<file path="config.mk">
export PLATFORM = sky130hd
export DESIGN_NAME = uart_fifo_core
export DESIGN_NICKNAME = d
export VERILOG_FILES = /design/src/rtl/uart_fifo_core.sv
export SDC_FILE = /design/constraint.sdc
export NUM_CORES = 1
export LEC_CHECK = 0
export ABC_AREA = 1
export CAP_MARGIN = 10
export CORE_MARGIN = 2
export CORE_UTILIZATION = 25
export CTS_CLUSTER_SIZE = 14
export DETAILED_ROUTE_END_ITERATION = 6
export HOLD_SLACK_MARGIN = 0.08
export PLACE_DENSITY = 0.38
export SLEW_MARGIN = 15
export SYNTH_ARGS = -nofsm -noshare
export SYNTH_HDL_FRONTEND = slang
export SYNTH_SLANG_ARGS = --single-unit
</file>
<file path="constraint.sdc">
create_clock -name clk -period 6.5 [get_ports clk]
set_input_delay 1.3 -clock clk [delete_from_list [all_inputs] [get_ports clk]]
set_output_delay 1.3 -clock clk [all_outputs]
set_load 0.1 [all_outputs]
</file>
<file path="src/rtl/uart_fifo_core.sv">
// UART core with programmable baud divisor, 5-8 data bits, optional parity, 1/2 stop bits,
// TX/RX FIFOs, RTS/CTS flow control and sticky receive error flags.

module uart_fifo_core_fifo #(
    parameter int DEPTH = 16,
    parameter int W     = 8
) (
    input  logic                     clk,
    input  logic                     rst,
    input  logic [W-1:0]             wdata,
    input  logic                     wr,
    input  logic                     rd,
    output logic [W-1:0]             rdata,
    output logic [$clog2(DEPTH):0]   level
);
    localparam int AW = $clog2(DEPTH);

    logic [W-1:0] mem [DEPTH];
    logic [AW:0]  wptr;
    logic [AW:0]  rptr;
    logic         full;
    logic         empty;
    logic         do_wr;
    logic         do_rd;

    assign level = wptr - rptr;
    assign full  = (level == (AW+1)'(DEPTH));
    assign empty = (level == '0);
    assign do_wr = wr && !full;
    assign do_rd = rd && !empty;
    assign rdata = mem[rptr[AW-1:0]];

    always_ff @(posedge clk or posedge rst) begin
        if (rst) begin
            wptr <= '0;
            rptr <= '0;
        end else begin
            if (do_wr) wptr <= wptr + 1'b1;
            if (do_rd) rptr <= rptr + 1'b1;
        end
    end

    always_ff @(posedge clk) begin
        if (do_wr) mem[wptr[AW-1:0]] <= wdata;
    end
endmodule

module uart_fifo_core #(
    parameter int FIFO_DEPTH = 16,
    parameter int DIV_W      = 16,
    parameter int RTS_MARGIN = 2
) (
    input  logic                          clk,
    input  logic                          rst,
    input  logic [DIV_W-1:0]              baud_div,
    input  logic [1:0]                    data_bit_num,
    input  logic                          stop_bit_num,
    input  logic                          parity_en,
    input  logic                          parity_type,
    input  logic [7:0]                    tx_wdata,
    input  logic                          tx_wr,
    output logic                          tx_full,
    output logic                          tx_idle,
    output logic [7:0]                    rx_rdata,
    input  logic                          rx_rd,
    output logic                          rx_empty,
    output logic [$clog2(FIFO_DEPTH):0]   rx_level,
    input  logic                          err_clr,
    output logic                          parity_error,
    output logic                          frame_error,
    output logic                          overrun,
    input  logic                          rx,
    input  logic                          cts_n,
    output logic                          tx,
    output logic                          rts_n
);
    localparam int LW = $clog2(FIFO_DEPTH) + 1;
    localparam logic [LW-1:0] FULL_LVL = LW'(FIFO_DEPTH);
    localparam logic [LW-1:0] RTS_LVL  = LW'(FIFO_DEPTH - RTS_MARGIN);

    localparam logic [2:0] TX_IDLE   = 3'd0;
    localparam logic [2:0] TX_START  = 3'd1;
    localparam logic [2:0] TX_DATA   = 3'd2;
    localparam logic [2:0] TX_PARITY = 3'd3;
    localparam logic [2:0] TX_STOP   = 3'd4;

    localparam logic [2:0] RX_IDLE   = 3'd0;
    localparam logic [2:0] RX_START  = 3'd1;
    localparam logic [2:0] RX_DATA   = 3'd2;
    localparam logic [2:0] RX_PARITY = 3'd3;
    localparam logic [2:0] RX_STOP   = 3'd4;
    localparam logic [2:0] RX_WAIT   = 3'd5;

    function automatic logic [7:0] width_mask(input logic [1:0] n);
        case (n)
            2'd0:    width_mask = 8'h1F;
            2'd1:    width_mask = 8'h3F;
            2'd2:    width_mask = 8'h7F;
            default: width_mask = 8'hFF;
        endcase
    endfunction

    // Baud generator; the divisor is reloaded only on wrap so a period is never cut short.
    logic [DIV_W-1:0] baud_cnt;
    logic [DIV_W-1:0] div_q;
    logic             tick;

    assign tick = (baud_cnt == div_q);

    always_ff @(posedge clk or posedge rst) begin
        if (rst) begin
            baud_cnt <= '0;
            div_q    <= '0;
        end else if (tick) begin
            baud_cnt <= '0;
            div_q    <= baud_div;
        end else begin
            baud_cnt <= baud_cnt + 1'b1;
        end
    end

    logic [7:0]    txf_rdata;
    logic [LW-1:0] txf_level;
    logic          txf_empty;
    logic          tx_pop;

    logic [2:0] tx_state;
    logic [4:0] tx_tcnt;
    logic [2:0] tx_bcnt;
    logic [2:0] tx_last;
    logic [7:0] tx_shift;
    logic       tx_par_en;
    logic       tx_par_bit;
    logic       tx_stop2;

    assign txf_empty = (txf_level == '0);
    assign tx_full   = (txf_level == FULL_LVL);
    assign tx_idle   = txf_empty && (tx_state == TX_IDLE);
    assign tx_pop    = tick && (tx_state == TX_IDLE) && !txf_empty && !cts_n;

    uart_fifo_core_fifo #(.DEPTH(FIFO_DEPTH), .W(8)) u_tx_fifo (
        .clk   (clk),
        .rst   (rst),
        .wdata (tx_wdata),
        .wr    (tx_wr),
        .rd    (tx_pop),
        .rdata (txf_rdata),
        .level (txf_level)
    );

    always_ff @(posedge clk or posedge rst) begin
        if (rst) begin
            tx_state   <= TX_IDLE;
            tx_tcnt    <= '0;
            tx_bcnt    <= '0;
            tx_last    <= '0;
            tx_shift   <= '0;
            tx_par_en  <= 1'b0;
            tx_par_bit <= 1'b0;
            tx_stop2   <= 1'b0;
            tx         <= 1'b1;
        end else begin
            case (tx_state)
                TX_IDLE: begin
                    if (tx_pop) begin
                        tx_state   <= TX_START;
                        tx_tcnt    <= '0;
                        tx_shift   <= txf_rdata;
                        tx_last    <= {1'b0, data_bit_num} + 3'd4;
                        tx_par_en  <= parity_en;
                        tx_par_bit <= (^(txf_rdata & width_mask(data_bit_num))) ^ parity_type;
                        tx_stop2   <= stop_bit_num;
                        tx         <= 1'b0;
                    end
                end
                TX_START: begin
                    if (tick) begin
                        if (tx_tcnt == 5'd15) begin
                            tx_state <= TX_DATA;
                            tx_tcnt  <= '0;
                            tx_bcnt  <= '0;
                            tx       <= tx_shift[0];
                        end else begin
                            tx_tcnt <= tx_tcnt + 5'd1;
                        end
                    end
                end
                TX_DATA: begin
                    if (tick) begin
                        if (tx_tcnt == 5'd15) begin
                            tx_tcnt <= '0;
                            if (tx_bcnt == tx_last) begin
                                if (tx_par_en) begin
                                    tx_state <= TX_PARITY;
                                    tx       <= tx_par_bit;
                                end else begin
                                    tx_state <= TX_STOP;
                                    tx       <= 1'b1;
                                end
                            end else begin
                                tx_bcnt  <= tx_bcnt + 3'd1;
                                tx_shift <= tx_shift >> 1;
                                tx       <= tx_shift[1];
                            end
                        end else begin
                            tx_tcnt <= tx_tcnt + 5'd1;
                        end
                    end
                end
                TX_PARITY: begin
                    if (tick) begin
                        if (tx_tcnt == 5'd15) begin
                            tx_state <= TX_STOP;
                            tx_tcnt  <= '0;
                            tx       <= 1'b1;
                        end else begin
                            tx_tcnt <= tx_tcnt + 5'd1;
                        end
                    end
                end
                TX_STOP: begin
                    if (tick) begin
                        if (tx_tcnt == (tx_stop2 ? 5'd31 : 5'd15)) begin
                            tx_state <= TX_IDLE;
                            tx_tcnt  <= '0;
                        end else begin
                            tx_tcnt <= tx_tcnt + 5'd1;
                        end
                    end
                end
                default: begin
                    tx_state <= TX_IDLE;
                    tx       <= 1'b1;
                end
            endcase
        end
    end

    logic rx_meta;
    logic rx_sync;
    logic rx_prev;

    always_ff @(posedge clk or posedge rst) begin
        if (rst) begin
            rx_meta <= 1'b1;
            rx_sync <= 1'b1;
            rx_prev <= 1'b1;
        end else begin
            rx_meta <= rx;
            rx_sync <= rx_meta;
            rx_prev <= rx_sync;
        end
    end

    logic [2:0]    rx_state;
    logic [3:0]    rx_tcnt;
    logic [2:0]    rx_bcnt;
    logic [2:0]    rx_last;
    logic [7:0]    rx_data;
    logic          rx_par_en;
    logic          rx_par_type;
    logic          rx_par_bad;
    logic          rx_push;
    logic          rx_full;
    logic [LW-1:0] rxf_level;

    assign rx_push  = (rx_state == RX_STOP) && tick && (rx_tcnt == 4'd15);
    assign rx_full  = (rxf_level == FULL_LVL);
    assign rx_empty = (rxf_level == '0);
    assign rx_level = rxf_level;

    uart_fifo_core_fifo #(.DEPTH(FIFO_DEPTH), .W(8)) u_rx_fifo (
        .clk   (clk),
        .rst   (rst),
        .wdata (rx_data),
        .wr    (rx_push),
        .rd    (rx_rd),
        .rdata (rx_rdata),
        .level (rxf_level)
    );

    always_ff @(posedge clk or posedge rst) begin
        if (rst) begin
            rx_state    <= RX_IDLE;
            rx_tcnt     <= '0;
            rx_bcnt     <= '0;
            rx_last     <= '0;
            rx_data     <= '0;
            rx_par_en   <= 1'b0;
            rx_par_type <= 1'b0;
            rx_par_bad  <= 1'b0;
        end else begin
            case (rx_state)
                RX_IDLE: begin
                    if (rx_prev && !rx_sync) begin
                        rx_state    <= RX_START;
                        rx_tcnt     <= '0;
                        rx_bcnt     <= '0;
                        rx_data     <= '0;
                        rx_last     <= {1'b0, data_bit_num} + 3'd4;
                        rx_par_en   <= parity_en;
                        rx_par_type <= parity_type;
                        rx_par_bad  <= 1'b0;
                    end
                end
                RX_START: begin
                    if (tick) begin
                        if (rx_tcnt == 4'd7) begin
                            rx_state <= rx_sync ? RX_IDLE : RX_DATA;
                            rx_tcnt  <= '0;
                        end else begin
                            rx_tcnt <= rx_tcnt + 4'd1;
                        end
                    end
                end
                RX_DATA: begin
                    if (tick) begin
                        rx_tcnt <= rx_tcnt + 4'd1;
                        if (rx_tcnt == 4'd15) begin
                            rx_data[rx_bcnt] <= rx_sync;
                            if (rx_bcnt == rx_last)
                                rx_state <= rx_par_en ? RX_PARITY : RX_STOP;
                            else
                                rx_bcnt <= rx_bcnt + 3'd1;
                        end
                    end
                end
                RX_PARITY: begin
                    if (tick) begin
                        rx_tcnt <= rx_tcnt + 4'd1;
                        if (rx_tcnt == 4'd15) begin
                            rx_par_bad <= rx_sync ^ (^rx_data) ^ rx_par_type;
                            rx_state   <= RX_STOP;
                        end
                    end
                end
                RX_STOP: begin
                    if (tick) begin
                        rx_tcnt <= rx_tcnt + 4'd1;
                        if (rx_tcnt == 4'd15)
                            rx_state <= rx_sync ? RX_IDLE : RX_WAIT;
                    end
                end
                RX_WAIT: begin
                    if (rx_sync) rx_state <= RX_IDLE;
                end
                default: rx_state <= RX_IDLE;
            endcase
        end
    end

    logic par_set;
    logic frm_set;
    logic ovr_set;

    assign par_set = rx_push && rx_par_en && rx_par_bad;
    assign frm_set = rx_push && !rx_sync;
    assign ovr_set = rx_push && rx_full;

    always_ff @(posedge clk or posedge rst) begin
        if (rst) begin
            parity_error <= 1'b0;
            frame_error  <= 1'b0;
            overrun      <= 1'b0;
            rts_n        <= 1'b1;
        end else begin
            parity_error <= par_set ? 1'b1 : (err_clr ? 1'b0 : parity_error);
            frame_error  <= frm_set ? 1'b1 : (err_clr ? 1'b0 : frame_error);
            overrun      <= ovr_set ? 1'b1 : (err_clr ? 1'b0 : overrun);
            rts_n        <= (rxf_level >= RTS_LVL);
        end
    end
endmodule

</file>
==> results.sh, run 1 <==
export IMPL_r2r_cells=13
export IMPL_fp_row_count=94
export IMPL_cp_start_kind="register"
export IMPL_root_buffer="clkbuf_16"
export IMPL_clock_sinks=365
export IMPL_relSlewSlack_pct=33.7
export IMPL_grt_pass1_wl_um=68000
export IMPL_yosys_area_share_simple_pct=19.8
export IMPL_synth_most_common_cell="nand2_1"
export IMPL_numCtsBuffers=45
export IMPL_r2r_start="u_rx_fifo.rptr[0]"
export IMPL_ys_seq_area_share_pct=62.6
export IMPL_post_synth_top_area_fraction_pct=46.2
export IMPL_rsz0062_at_grt="false"
export IMPL_leakagePower_nw=7.72
export IMPL_grt_overflow=0
export IMPL_min_path_cells=0
export IMPL_min_path_type="register to register"
export IMPL_post_route_period_util_pct=78.8
export IMPL_fin_nets=1777
export IMPL_p_clk_share_pct=32.9
export IMPL_dp_hpwl_um=27700
export IMPL_place_port_buffers=56
export IMPL_htree_levels=2
export IMPL_yosysTopAreaCell="edfxtp_1"
export IMPL_hold_end="rx_sync"
export IMPL_cts_tree="built"
export IMPL_hold_start="rx_meta"
export IMPL_ios=57
export IMPL_grt_pass1_vias=11500
export IMPL_p_sw_mw=2.62
export IMPL_setup_violations=0
export IMPL_die_area_um2=68700
export IMPL_vias_per_cell=4.37
export IMPL_yosys_top_cells_count="nand2_1, edfxtp_1, nor2_1"
export IMPL_seqPwrFrac_pct=38.8
export IMPL_crit_required_ps=5200
export IMPL_cts_hold_buf=0
export IMPL_synthMuxAreaShare_pct=0.0601
export IMPL_finalPower_mw=7.12
export IMPL_wirelength_um=43600
export IMPL_start_util_pct=25.3
export IMPL_worst_path_max_fanout=38
export IMPL_core_um2=65900
export IMPL_drv_slew=0
export IMPL_die_height_um=262
export IMPL_fin_area_um2=19400
export IMPL_placed_area_um2=18100
export IMPL_rr_endpoint="u_rx_fifo.mem[8][5]"
export IMPL_grt_max_degree=71
export IMPL_netlist_instances=1661
export IMPL_synth_fa_ha_area_share_pct=2.00
export IMPL_drtPass1Iterations=5
export IMPL_cts_buffer_depth=3
export IMPL_post_cts_resized=0
export IMPL_area_growth_syn_to_layout_pct=16.6
export IMPL_switching_share_pct=36.9
export IMPL_synth_ff_latch_count=365
export IMPL_die_w_um=262
export IMPL_postCtsSetupBuffers=0
export IMPL_finalSetupTns_ps=0
export IMPL_worstMarginPinSlew_ps=992
export IMPL_drc=0
export IMPL_synth_top_family_by_area="simple AND/OR/NAND/NOR gates"
export IMPL_ant_nets=0
export IMPL_dominantRegCellSynth="edfxtp_1"
export IMPL_comb_power_share_pct=28.2
export IMPL_synth_edf_count=256
export IMPL_grt_total_usage_pct=12.8
export IMPL_syn_avg_cell_area_um2=10.0
export IMPL_finClkSkew_ps=21.1
export IMPL_async_flop_share_pct=29.9
export IMPL_synth_cell_types=53
export IMPL_antenna_cells=0
export IMPL_crit_arrival_ps=3820
export IMPL_wire_per_inst_um=16.7
export IMPL_max_cap_violations=0
export IMPL_synth_net_count=1723
export IMPL_rrSetupSlack_ps=2380
export IMPL_critical_path_class="register to output port"
export IMPL_drive_above_1_share_pct=7.02
export IMPL_num_vias=11400
export IMPL_place_congestion=0.811
export IMPL_status="finished, final reports clean"
export IMPL_cp_end_kind="output port"
export IMPL_power_internal_mw=4.49
export IMPL_finalHoldViolCount=0
export IMPL_clk_pin_slew_ps=60
export IMPL_post_route_min_period_ps=5120
export IMPL_synth_area_leaders="edfxtp_1, dfrtp_1, nand2_1"
export IMPL_synth_yosys_warnings=0
export IMPL_drtIter0Drc=846
export IMPL_synthXorXnorAreaFrac_pct=2.42
export IMPL_antenna_found_initial=0
export IMPL_powerDensity_nw_per_um2=366
export IMPL_max_freq_mhz=195
export IMPL_synth_compound_area_share_pct=8.14
export IMPL_synth_area_um2=16700
export IMPL_vdd_drop_max_uv=190
export IMPL_insertion_delay_ps=590
[cell usage in the layout, fill, tap and decap left out, types with 9 or more instances in the layout]
cell type        synthesis  layout
clkbuf_1                29      16
xnor2_1                 22      22
nand3_1                 90      90
buf_4                    4      13
clkdlybuf4s50_1          0      52
nand4_1                 26      26
clkbuf_16                0      45
nand2_1                410     410
o21ai_1                 17      17
inv_1                  131     130
edfxtp_1               256     256
nor2_1                 221     221
a21oi_1                 21      21
xor2_1                  24      24
o221ai_1                15      15
ha_1                    25      25
o22ai_1                 21      21
dfrtp_1                104     102
nor3_1                  10      10
clkinv_2                 0       9
o21ai_0                142     142
[sequential cells by signal (all words and copies together), names as in the netlist, 3 cells and up]
name,count
baud_cnt,16
div_q,16
rx_bcnt,3
rx_data,8
rx_last,3
rx_state,3
rx_tcnt,4
tx_bcnt,3
tx_last,3
tx_shift,8
tx_state,3
tx_tcnt,5
u_rx_fifo.mem,128
u_rx_fifo.rptr,5
u_rx_fifo.wptr,5
u_tx_fifo.mem,128
u_tx_fifo.rptr,5
u_tx_fifo.wptr,5
[power groups by stage]
stage               logic [mW]  registers [mW]  clock network [mW]
floorplan                 1.50            2.79                   0
global placement          2.03            2.81                   0
detailed placement        2.04            2.81                   0
CTS                       2.05            2.76                2.42
global route              2.20            2.78                2.51
finish                    2.01            2.76                2.34
[per-layer routing]
metal | global-route usage, % | share of wire (%) | vias up
met5 | 0 | 0 | -
met4 | 4.19 | 2.4 | 0
met3 | 2.04 | 3.3 | 58
met2 | 21.6 | 48 | 188
met1 | 16.9 | 46 | 5458
li1 | - | - | 5718
[cell families (layout without fill, tap and decap cells)]
family | count (synthesis) | count (layout)
AOI/OAI and AO/OA | 237 | 237
xor gates and xnor gates | 46 | 46
adders and majority gates | 26 | 26
buffers and inverters | 199 | 290
DFF | 365 | 365
muxes | 1 | 1
and+or+nand+nor | 787 | 787
[final cells by class]
class | instances | area [um2]
Sequential cell | 365 | 10400
Timing Repair Buffer | 65 | 618
Fill cell | 6840 | 46400
Clock inverter | 19 | 123
Multi-Input combinational cell | 1097 | 5400
Clock buffer | 65 | 1240
Tap cell | 864 | 1080
Inverter | 141 | 534
[worst max path at each step]
| stage | depth (start not counted) | from | end |
|---|---|---|---|
| finish | 7 | u_rx_fifo.rptr[0] | rx_rdata[7] |
| global route | 7 | u_rx_fifo.rptr[0] | rx_rdata[7] |
| CTS | 7 | u_rx_fifo.rptr[0] | rx_rdata[7] |
| detailed placement | 7 | u_rx_fifo.rptr[0] | rx_rdata[7] |
| global placement | 7 | u_rx_fifo.rptr[0] | rx_rdata[3] |
| floorplan | 9 | u_rx_fifo.rptr[1] | rx_empty |
[through the flow]
| stage | instances | util (%) | setup WS (ps) | hold WS, ps |
|---|---|---|---|---|
| final | 2616 | 29.5 | 1380 | 374 |
| after global routing | 2616 | 29.5 | 1160 | 385 |
| after CTS | 2616 | 29.5 | 1310 | 375 |
| after detailed placement | 2532 | 27.4 | 1940 | 375 |
| after global placement | 2532 | 27.4 | 1960 | 382 |
| after floorplan | 1661 | - | 1750 | 345 |
[critical path, stage by stage, from the launching register on]
cell and delay [ps]:
dfrtp_2 390, inv_1 560, buf_4 460, o21ai_0 130, o221ai_1 270, nand3_1 160, nand3_1 130, clkdlybuf4s50_1 1150
(Power assumes the default switching activity.)
==> run 2: changes to the inputs <==
Clock period 6.5 ns to 5 ns, I/O delays scaled along.
==> run 2 against run 1 <==
Via count decreased by 0.67%. Global-route usage grew 0.33 points. Highest routed layer unchanged. Register-to-register slack lost 1100 ps. Critical path type unchanged. Non-clock buffer count is 3 higher. Largest power group unchanged.
==> results.sh, run 2 (same netlist as run 1, synthesis figures left out) <==
export IMPL_leakagePower_nw=7.81
export IMPL_die_w_um=262
export IMPL_finalHoldViolCount=0
export IMPL_cts_tree="built"
export IMPL_vias_per_cell=4.34
export IMPL_critical_path_class="register to output port"
export IMPL_htree_levels=2
export IMPL_insertion_delay_ps=600
export IMPL_wl_met3_um=1290
export IMPL_numCtsBuffers=44
export IMPL_multiInputGateArea_um2=5400
export IMPL_grt_overflow=0
export IMPL_setup_violations=0
export IMPL_final_common_cell="nand2_1"
export IMPL_drv_slew=0
export IMPL_cp_start_kind="register"
export IMPL_start_util_pct=25.3
export IMPL_antenna_cells=0
export IMPL_post_route_period_util_pct=84.5
export IMPL_post_cts_resized=0
export IMPL_clock_sinks=365
export IMPL_finClkSkew_ps=27.7
export IMPL_met1_length_um=21000
export IMPL_clk_pin_slew_ps=60
export IMPL_cpMaxStageDelayCell="dfrtp_1"
export IMPL_fin_nets=1779
export IMPL_crit_cells=9
export IMPL_worst_path_max_fanout=15
export IMPL_crit_buf_inv=2
export IMPL_cts_hold_buf=0
export IMPL_wirelength_um=44400
export IMPL_die_height_um=262
export IMPL_post_route_min_period_ps=4220
export IMPL_antenna_found_initial=1
export IMPL_die_area_um2=68700
export IMPL_grt_total_usage_pct=13.2
export IMPL_place_congestion=0.764
export IMPL_dp_hpwl_um=28600
export IMPL_cts_buffer_depth=3
export IMPL_layout_common_cells="nand2_1, edfxtp_1, nor2_1, o21ai_0, inv_1"
export IMPL_ff_latch_area_um2=10400
export IMPL_fin_area_um2=19600
export IMPL_powerDensity_nw_per_um2=490
export IMPL_fp_row_count=94
export IMPL_crit_family="simple AND/OR/NAND/NOR gates"
export IMPL_grt_pass1_wl_um=69400
export IMPL_cpPeakStageDelay_ps=680
export IMPL_fillers=6849
export IMPL_crit_top_cell="nand2_1"
export IMPL_ant_nets=0
export IMPL_finalPower_mw=9.60
export IMPL_rsz0062_at_grt="false"
export IMPL_r2r_cells=13
export IMPL_crit_chain="clkinv_1 -> ha_1 -> nand2_1 -> nand2_1 -> xor2_1 -> nor3_1 -> nand2_1 -> nor2_1 -> buf_12"
export IMPL_placed_area_um2=18100
export IMPL_grt_pass1_vias=11600
export IMPL_vdd_drop_max_uv=305
export IMPL_drive_above_1_share_pct=7.83
export IMPL_drtPass1Iterations=5
export IMPL_ios=57
export IMPL_postCtsSetupBuffers=0
export IMPL_max_freq_mhz=237
export IMPL_grt_max_degree=72
export IMPL_root_buffer="clkbuf_16"
export IMPL_core_um2=65900
export IMPL_min_path_type="register to register"
export IMPL_max_cap_violations=0
export IMPL_crit_required_ps=4000
export IMPL_num_vias=11300
export IMPL_dr_wl_met2_um=21100
export IMPL_wire_per_inst_um=17.0
export IMPL_finalSetupTns_ps=0
export IMPL_status="finished, final reports clean"
export IMPL_crit_arrival_ps=3220
export IMPL_min_path_cells=0
export IMPL_drtIter0Drc=636
export IMPL_drc=0
export IMPL_place_port_buffers=56
export IMPL_worstMarginPinSlew_ps=1020
export IMPL_routed_top_layer="met4"
export IMPL_area_growth_syn_to_layout_pct=17.8
export IMPL_relSlewSlack_pct=31.5
export IMPL_cp_end_kind="output port"
[run 2: cell count changes in the layout (fill, tap and decap cells not counted), sizes merged]
cell | previous run | this run
clkdlybuf4s50 | 52 | 41
inv | 139 | 138
clkinv | 21 | 19
clkbuf | 65 | 52
buf | 13 | 27
bufinv | 0 | 8
clkinvlp | 0 | 2
[run 2: through the flow]
| step | std cells | worst slack (ps) | util (%) | hold slack, ps |
|---|---|---|---|---|
| 2_1_floorplan | 1661 | 545 | - | 345 |
| 3_3_place_gp | 2535 | 1290 | 27.5 | 378 |
| 3_5_place_dp | 2535 | 1250 | 27.5 | 369 |
| 4_1_cts | 2613 | 713 | 29.8 | 371 |
| 5_1_grt | 2613 | 560 | 29.8 | 376 |
| 6_report | 2613 | 777 | 29.8 | 365 |
[run 2: area by class of cell]
| type | count | share of cell area [%] |
|---|---|---|
| repair buffers | 68 | 3.38 |
| clock inverters | 26 | 1.98 |
| flip-flops and latches | 365 | 53.1 |
| clock buffers | 52 | 5.77 |
| inverters | 141 | 2.72 |
| multi-input cells | 1097 | 27.5 |
| well taps | 864 | 5.51 |
[run 2: metal layers]
metal | vias to the layer above | GRT usage (%)
li1 | 5720 | -
met1 | 5431 | 17.7
met2 | 139 | 21.8
met3 | 55 | 2.00
met4 | 0 | 3.97
met5 | - | 0
[run 2: final timing paths]
path	endpoint	from	slack (ps)
worst min register to register	rx_sync	rx_meta	360
max in group asynchronous	rts_n	rst	3360
min in group asynchronous	tx_tcnt[1]	rst	830
worst max register to register	u_rx_fifo.mem[11][7]	u_rx_fifo.rptr[2]	1260
worst max-delay path	tx_idle	u_tx_fifo.rptr[2]	780
worst min-delay path	rx_sync	rx_meta	360
[run 2: report_power, final]
group | switching, mW | internal (mW) | total, mW | leakage [nW]
Sequential | 0.164 | 3.44 | 3.61 | 3.72
Combinational | 1.99 | 0.649 | 2.63 | 3.37
Clock | 1.32 | 2.04 | 3.36 | 0.729
